==> config.mk <==
export PLATFORM = sky130hd
export DESIGN_NAME = seven_seg_scan_ctrl
export DESIGN_NICKNAME = d
export VERILOG_FILES = /design/src/rtl/seg7_pkg.sv /design/src/rtl/hex_seg_decode.sv /design/src/rtl/seven_seg_scan_ctrl.sv
export SDC_FILE = /design/constraint.sdc
export NUM_CORES = 1
export LEC_CHECK = 0
export CORE_MARGIN = 5
export CORE_UTILIZATION = 35
export CTS_CLUSTER_DIAMETER = 40
export CTS_CLUSTER_SIZE = 10
export DETAILED_ROUTE_END_ITERATION = 12
export GPL_TIMING_DRIVEN = 1
export SLEW_MARGIN = 30
export SYNTH_ARGS = -nofsm -noshare
export SYNTH_HDL_FRONTEND = slang
export SYNTH_SLANG_ARGS = --single-unit
==> constraint.sdc <==
create_clock -name clk -period 2.52 [get_ports clk]
set_clock_uncertainty 0.1 [all_clocks]
set_input_delay 0.504 -clock clk [delete_from_list [all_inputs] [get_ports clk]]
set_output_delay 0.504 -clock clk [all_outputs]
set_load 0.02 [all_outputs]
==> src/rtl/seg7_pkg.sv <==
// Shared types and constants for the four-digit seven-segment scan controller.
// Segment bits are {a,b,c,d,e,f,g} with a as MSB; every output here is active-low.
package seg7_pkg;

  typedef enum logic [1:0] {
    ST_OFF   = 2'd0,
    ST_BLANK = 2'd1,
    ST_DRIVE = 2'd2
  } scan_state_t;

  localparam logic [6:0] SEG_OFF = 7'b1111111;
  localparam logic [3:0] AN_OFF  = 4'b1111;

  localparam logic [6:0] SEG_TABLE [16] = '{
    7'b0000001, 7'b1001111, 7'b0010010, 7'b0000110,
    7'b1001100, 7'b0100100, 7'b0100000, 7'b0001111,
    7'b0000000, 7'b0000100, 7'b0000010, 7'b1100000,
    7'b0110001, 7'b1000010, 7'b0010000, 7'b0111000
  };

  function automatic logic [3:0] an_select(input logic [1:0] idx);
    return ~(4'b0001 << idx);
  endfunction

endpackage

==> src/rtl/hex_seg_decode.sv <==
// Combinational hex nibble to active-low seven-segment pattern.
module hex_seg_decode
  import seg7_pkg::*;
(
  input  logic [3:0] i_hex,
  output logic [6:0] o_seg
);

  assign o_seg = SEG_TABLE[i_hex];

endmodule

==> src/rtl/seven_seg_scan_ctrl.sv <==
// Four-digit multiplexed seven-segment scanner with a one-deep load buffer and
// frame-aligned display updates. Define LEADING_ZERO_BLANK_EN to darken leading zeros.
module seven_seg_scan_ctrl
  import seg7_pkg::*;
#(
  parameter int unsigned CLK_DIV   = 100000,
  parameter int unsigned BLANK_CYC = 16
) (
  input  logic        clk,
  input  logic        rst,
  input  logic        enable,
  input  logic [15:0] load_data,
  input  logic        load_valid,
  output logic        load_ready,
  output logic [6:0]  seg,
  output logic [3:0]  an,
  output logic        frame_start
);

  localparam int unsigned CNT_W = $clog2(CLK_DIV);
  localparam logic [CNT_W-1:0] DRIVE_LAST = CNT_W'(CLK_DIV - 1);
  localparam logic [CNT_W-1:0] BLANK_LAST = CNT_W'(BLANK_CYC - 1);

  scan_state_t      r_state;
  logic [1:0]       r_idx;
  logic [CNT_W-1:0] r_cnt;
  logic [15:0]      r_disp;
  logic [15:0]      r_pend;
  logic             r_pend_full;
  logic [3:0]       r_an;
  logic [6:0]       r_seg;
  logic             r_frame_start;

  logic [3:0]       w_nibble;
  logic [6:0]       w_seg;
  logic             w_show;
  logic             w_boundary;
  logic             w_copy;
  logic             w_xfer;

  assign load_ready  = ~r_pend_full;
  assign an          = r_an;
  assign seg         = r_seg;
  assign frame_start = r_frame_start;

  assign w_xfer     = load_valid & ~r_pend_full;
  assign w_boundary = enable && (r_state == ST_BLANK) && (r_cnt == BLANK_LAST) && (r_idx == 2'd0);
  assign w_copy     = r_pend_full && (w_boundary || (r_state == ST_OFF));

  always_comb begin
    w_nibble = r_disp[3:0];
    case (r_idx)
      2'd1:    w_nibble = r_disp[7:4];
      2'd2:    w_nibble = r_disp[11:8];
      2'd3:    w_nibble = r_disp[15:12];
      default: w_nibble = r_disp[3:0];
    endcase
  end

  always_comb begin
    w_show = 1'b1;
`ifdef LEADING_ZERO_BLANK_EN
    // A digit is lit if it or any more-significant digit is nonzero; digit 0 always lit.
    case (r_idx)
      2'd1:    w_show = |r_disp[15:4];
      2'd2:    w_show = |r_disp[15:8];
      2'd3:    w_show = |r_disp[15:12];
      default: w_show = 1'b1;
    endcase
`else
    w_show = 1'b1;
`endif
  end

  hex_seg_decode u_dec (
    .i_hex (w_nibble),
    .o_seg (w_seg)
  );

  always_ff @(posedge clk or posedge rst) begin
    if (rst) begin
      r_state <= ST_OFF;
      r_idx   <= '0;
      r_cnt   <= '0;
    end else if (!enable) begin
      r_state <= ST_OFF;
      r_idx   <= '0;
      r_cnt   <= '0;
    end else begin
      case (r_state)
        ST_OFF: begin
          r_state <= ST_BLANK;
          r_idx   <= '0;
          r_cnt   <= '0;
        end
        ST_BLANK: begin
          if (r_cnt == BLANK_LAST) begin
            r_state <= ST_DRIVE;
            r_cnt   <= '0;
          end else begin
            r_cnt <= r_cnt + 1'b1;
          end
        end
        ST_DRIVE: begin
          if (r_cnt == DRIVE_LAST) begin
            r_state <= ST_BLANK;
            r_idx   <= r_idx + 1'b1;
            r_cnt   <= '0;
          end else begin
            r_cnt <= r_cnt + 1'b1;
          end
        end
        default: begin
          r_state <= ST_OFF;
          r_idx   <= '0;
          r_cnt   <= '0;
        end
      endcase
    end
  end

  // Accept and copy are exclusive: an accept needs pend_full low, a copy needs it high.
  always_ff @(posedge clk or posedge rst) begin
    if (rst) begin
      r_disp      <= '0;
      r_pend      <= '0;
      r_pend_full <= 1'b0;
    end else begin
      if (w_xfer) begin
        r_pend      <= load_data;
        r_pend_full <= 1'b1;
      end else if (w_copy) begin
        r_disp      <= r_pend;
        r_pend_full <= 1'b0;
      end
    end
  end

  always_ff @(posedge clk or posedge rst) begin
    if (rst) begin
      r_an          <= AN_OFF;
      r_seg         <= SEG_OFF;
      r_frame_start <= 1'b0;
    end else begin
      r_frame_start <= w_boundary;
      if ((r_state == ST_DRIVE) && w_show) begin
        r_an  <= an_select(r_idx);
        r_seg <= w_seg;
      end else begin
        r_an  <= AN_OFF;
        r_seg <= SEG_OFF;
      end
    end
  end

endmodule

-- Word-level counts from Yosys, hierarchy flattened
Memories as Yosys holds them, arrays and structs flattened.
Index checks and enable logic that the tools add are counted.
- register bits after elaboration: 66
- bits in read-only memories: 112
- input port bits: 20
- output and inout port bits: 13
- word-level logic and storage cells: 58
- memories kept: 1
- memories (memory ; depth ; width ; rd ports ; clocked after memory_dff ; wr ports ; RTL line ; text):
    (no name shown) ; 16 ; 7 ; 1 ; 0 ; 0 ; hex_seg_decode.sv:9 ; assign o_seg = SEG_TABLE[i_hex];
- add/sub/neg operators: 2
- order comparisons: 1
- equality and inequality tests: 10
- shift-type cells: 1
- mux-type cells: 18
- bitwise operators: 5
- reductions and logical operators: 11
- operators with widths (cell ; count):
    17-bit 2-to-1 mux ; 3
    17-bit case mux with 2 select lines ; 1
    7-bit 2-to-1 mux ; 3
    17-bit by 1-bit adder with 17-bit output, second input constant ; 1
    17-bit == test, second input constant ; 1
    17-bit by 4-bit == test with 1-bit output, second input constant ; 1
    4-bit case mux with 3 select lines ; 1
    2-bit 2-to-1 mux ; 5
    2-bit == test, second input constant ; 3
    2-bit case mux with 3 select lines ; 1
    2-bit AND reduction ; 3
    5-bit >= comparator, second input constant ; 1
    4-bit NOT with 5-bit output ; 1
    2-bit by 1-bit == test with 1-bit output, second input constant ; 2
    1-bit logical AND ; 4
    2-bit zero test ; 2
    4-bit 2-to-1 mux ; 1
    4-bit NOT ; 1
    2-bit case mux with 2 select lines ; 1
    1-bit by 2-bit left shift with 4-bit output, first input constant ; 1
    3-bit by 2-bit != test with 1-bit output, second input constant ; 1
    3-bit != test, second input constant ; 1
    2-bit by 1-bit adder with 2-bit output, second input constant ; 1
    1-bit 2-to-1 mux ; 2
    5 further kinds ; 6

-- Logic depth before layout (Yosys ltp)
- word-level depth: 8
- depth in mapped cells: 10

-- Cells and area by module
A second synthesis with hierarchy kept.
- cell total of the unflattened synthesis: 274
- area total of the unflattened synthesis: 3308.2 um2
- modules (own cells, without submodules) (module ; times used ; cells each ; area each (um2) ; seq. area each (um2)):
    seven_seg_scan_ctrl ; 1 ; 243 ; 3061.7 ; 1665.3
    hex_seg_decode ; 1 ; 31 ; 246.5 ; 0.0

-- Worst setup path after synthesis
Ideal clock, no wire load.
- path kind: register to register
- start point: reg r_idx[0]
- end point: reg r_seg[5], in the netlist seg[5]
- setup time: 0.085 ns
- arrival: 2.008 ns
- data required time: 2.335 ns
- path slack: 0.327 ns
- stages on the path, launching flop included: 10
- clock period less this slack: 2.193 ns
- cell sequence: dfrtp_1 inv_1 ha_1 a222oi_1 nand2_1 o21ai_0 inv_1 ha_1 xor2_1 o221ai_1
- cells in the longest elaborated chain, start to end: 7
- elaborated cells on any way between the ends: 9
- classes of those cells: 3 x eq/ne; 4 x mux; 1 x bitwise; 1 x memory
- ends and longest elaborated chain (item ; RTL line ; text):
    start: declaration ; seven_seg_scan_ctrl.sv:25 ; logic [1:0] r_idx;
    start signal: assignment ; seven_seg_scan_ctrl.sv:107 ; r_idx <= r_idx + 1'b1;
    2-bit == test / 2-bit by 1-bit == test with 1-bit output (equally long branches) ; seven_seg_scan_ctrl.sv:52 ; case (r_idx)
    4-bit case mux with 3 select lines * ; seven_seg_scan_ctrl.sv:52 ;
    4-bit NOT with 5-bit output (not written as such) * ; hex_seg_decode.sv:9 ;
    memory read 16 x 7 bit * ; n/a ;
    7-bit 2-to-1 mux (not written as such) * (2 in a row) ; hex_seg_decode.sv:9 ;
    7-bit 2-to-1 mux * ; seven_seg_scan_ctrl.sv:146 ; if ((r_state == ST_DRIVE) && w_show) begin
    end signal: assignment ; seven_seg_scan_ctrl.sv:148 ; r_seg <= w_seg;
    end: declaration ; seven_seg_scan_ctrl.sv:31 ; logic [6:0] r_seg;
Mark *: on every way between the ends. The rest lies on a longest branch, timed or not. The select of a mux whose other input is x is not followed.
A chain may end at the register's enable or synchronous reset.

-- Final worst setup path
Same ends and word-level chain as after synthesis.

==> results.toml <==
[final_layout]
fin_cells = 416
nFillCells = 802
seqCellArea_sq_um = 1670
final_cell_mix = "55 x dfrtp_1, 32 x clkdlybuf4s50_1, 22 x nand2_1"
final_common_cell = "dfrtp_1"
antenna_cells = 0
final_util = 0.442
nNetsFinal = 337
area_delta_synth_final_pct = 21.7
multi_input_area_sq_um = 1440
drive_gt1_frac = 0.276

[global_route]
first_global_vias = 2111
grt_pass1_wl_mm = 10.2
antenna_found_initial = 0
grtUsageTotal = 0.114
grt_start_max_net_pins = 34
grt_overflow_total = 0

[synthesis]
ys_seq_area_frac = 0.521
synth_edf_count = 0
yosysUniqueCellTypes = 48
synth_fp_nets = 293
synth_flop_cell = "dfrtp_1"
synth_cells = 259
yosys_warnings = 0
postSynth.asyncResetShare = 1.00
ys_seq_elements = 66
syn_area_sq_um = 3200
syn_area_per_cell_sq_um = 12.4

[critical_path]
cp_num_buf_inv = 3
rr_worst_depth = 9
critical_path_arrival_ps = 2470
crit_required_ps = 2690
cp_max_fo = 7
startpoint_type = "register"
cp_cell_sequence = "inv_1, ha_1, inv_2, nor2_1, a21oi_1, inv_1, ha_1, xor2_1, o221ai_1"
cp.depth = 9
crit_slowest_cell = "dfrtp_1"
end_kind = "register"
setup.worst_path.class = "register to register"
crit_family = "adder cells"
slowest_delay_ps = 390

[placement]
gp_congestion = 0.751
post-place-ws_ps = 111
port_buffers = 32
dp_hpwl_mm = 4.19
dp.cells = 400

[run]
maxCapViolCount = 0

[drt]
wirelength_mm = 5.75
drc = 0
via_per_inst = 4.94
antenna_left = 0
via_count = 2054
dr.pass1.iters = 5
first_iter_violations = 114
wl_per_cell_um = 13.8

[cts]
path_clk_slew_ps = 80
cts_resized = 0
clock_sinks = 66
cts_inserted_buffers = 9
cts_setup_buffers = 0
cts_hold_buffers = 0
clock_latency_ps = 340
htreeDepth = 3
cts_buffer_depth = 2
cts_tree = "yes"
clockRootBuffer = "clkbuf_8"

[sta]
finalSetupViolations = 0
slew_headroom = 0.621
min_period_ps = 2300
finalHoldViolCount = 0
min_period_over_period = 0.912
tns_ps = 0
slew_viol_final = 0
worst_pin_slew_ps = 557
clock.fmax_mhz = 435
fin_ws_ps = 223
rsz0062_at_grt = "false"

[die]
die_w_um = 106
num_io_pins = 33
dieArea_sq_um = 11200
rows = 34
core-area_sq_um = 8810
die_h_um = 106
start_util = 0.363

[pwr]
p_per_area_nw_per_um2 = 784
ir_drop_uv = 302
p_total_w = 0.00305
leakagePower_nw = 1.61

[run_status]
status = "completed"

[worst_hold_path]
hold_path_class = "primary input to asynchronous set/reset pin"
==> Yosys cell counts (all sizes together) (2+ instances only) <==
library cell / number / area, sq um
a21o: 2 / 15.0
a21oi: 4 / 31.3
a222oi: 4 / 40.0
and3: 2 / 17.5
and3b: 2 / 17.5
and4: 3 / 28.8
buf: 4 / 36.3
clkbuf: 3 / 11.3
dfrtp: 55 / 1380
dfstp: 11 / 289
ha: 14 / 175
inv: 13 / 48.8
mux2: 32 / 390
mux2i: 4 / 47.6
nand2: 22 / 82.6
nand3: 8 / 40.0
nand4: 5 / 46.3
nor2: 29 / 155
nor2b: 2 / 12.5
o211ai: 3 / 22.5
o21ai: 3 / 15.0
o221ai: 3 / 26.3
o22ai: 5 / 31.3
xnor2: 5 / 43.8
xor2: 11 / 96.3
==> final timing paths <==
check	startpoint	end	slack (ps)
min in group clk	r_cnt[0]	r_cnt[0]	380
min reg2reg	r_cnt[0]	r_cnt[0]	380
max in group asynchronous	rst	an[3]	1360
max	r_idx[0]	seg[5]	220
min	rst	r_disp[11]	340
max reg2reg	r_idx[0]	seg[5]	220
==> state kept, by name, summed over array words and instances, names as in the netlist <==
signal       cells
seg              7
r_disp          16
r_pend_full      1
r_pend          16
an               4
r_idx            2
r_state          2
r_cnt           17
frame_start      1
==> where the power goes <==
| part | internal, W | leakage [nW] | switching [W] |
|---|---|---|---|
| Combinational | 0.000387 | 0.703 | 0.000344 |
| Sequential | 0.00126 | 0.809 | 0.000124 |
| Clock | 0.000514 | 0.0982 | 0.000424 |
| Total | 0.00216 | 1.61 | 0.000892 |
==> cell families (layout without fill, tap and decap cells) <==
| kind of cell | after synthesis | after routing | share of synthesized area |
|---|---|---|---|
| DFF | 66 | 66 | 0.521 |
| AOI/OAI and AO/OA | 28 | 28 | 0.0735 |
| adders and majority gates | 14 | 14 | 0.0548 |
| xor gates and xnor gates | 16 | 16 | 0.0438 |
| and+or+nand+nor | 79 | 79 | 0.140 |
| buffers and inverters | 20 | 69 | 0.0301 |
| muxes | 36 | 36 | 0.137 |
==> worst register-to-register path, cell delays in order, from the launching register on <==
cell      delay, ps
dfrtp_1         390
inv_1            90
ha_1            250
inv_2           160
nor2_1           60
a21oi_1         300
inv_1           160
ha_1            350
xor2_1          170
o221ai_1        200
==> metrics by stage <==
step                      hold WS (ps)  cell area [sq um]
after global placement             363               3680
after detailed placement           377               3680
after CTS                          336               3890
after floorplan                    340               3200
after global routing               356               3890
final                              335               3890
==> final cells by class <==
| type | instances | area share |
|---|---|---|
| Timing Repair Buffer | 40 | 0.101 |
| Inverter | 13 | 0.0125 |
| Multi-Input combinational cell | 173 | 0.369 |
| Clock buffer | 11 | 0.0389 |
| Sequential cell | 66 | 0.428 |
| Clock inverter | 5 | 0.0158 |
| Tap cell | 108 | 0.0347 |
==> layer usage <==
| metal | part of all wire | GRT usage |
|---|---|---|
| met4 | 0.018 | 0.0500 |
| met2 | 0.43 | 0.161 |
| met1 | 0.51 | 0.160 |
| met3 | 0.050 | 0.0379 |
| met5 | 0 | 0 |
Note: power is estimated with default switching activity, not from simulation.
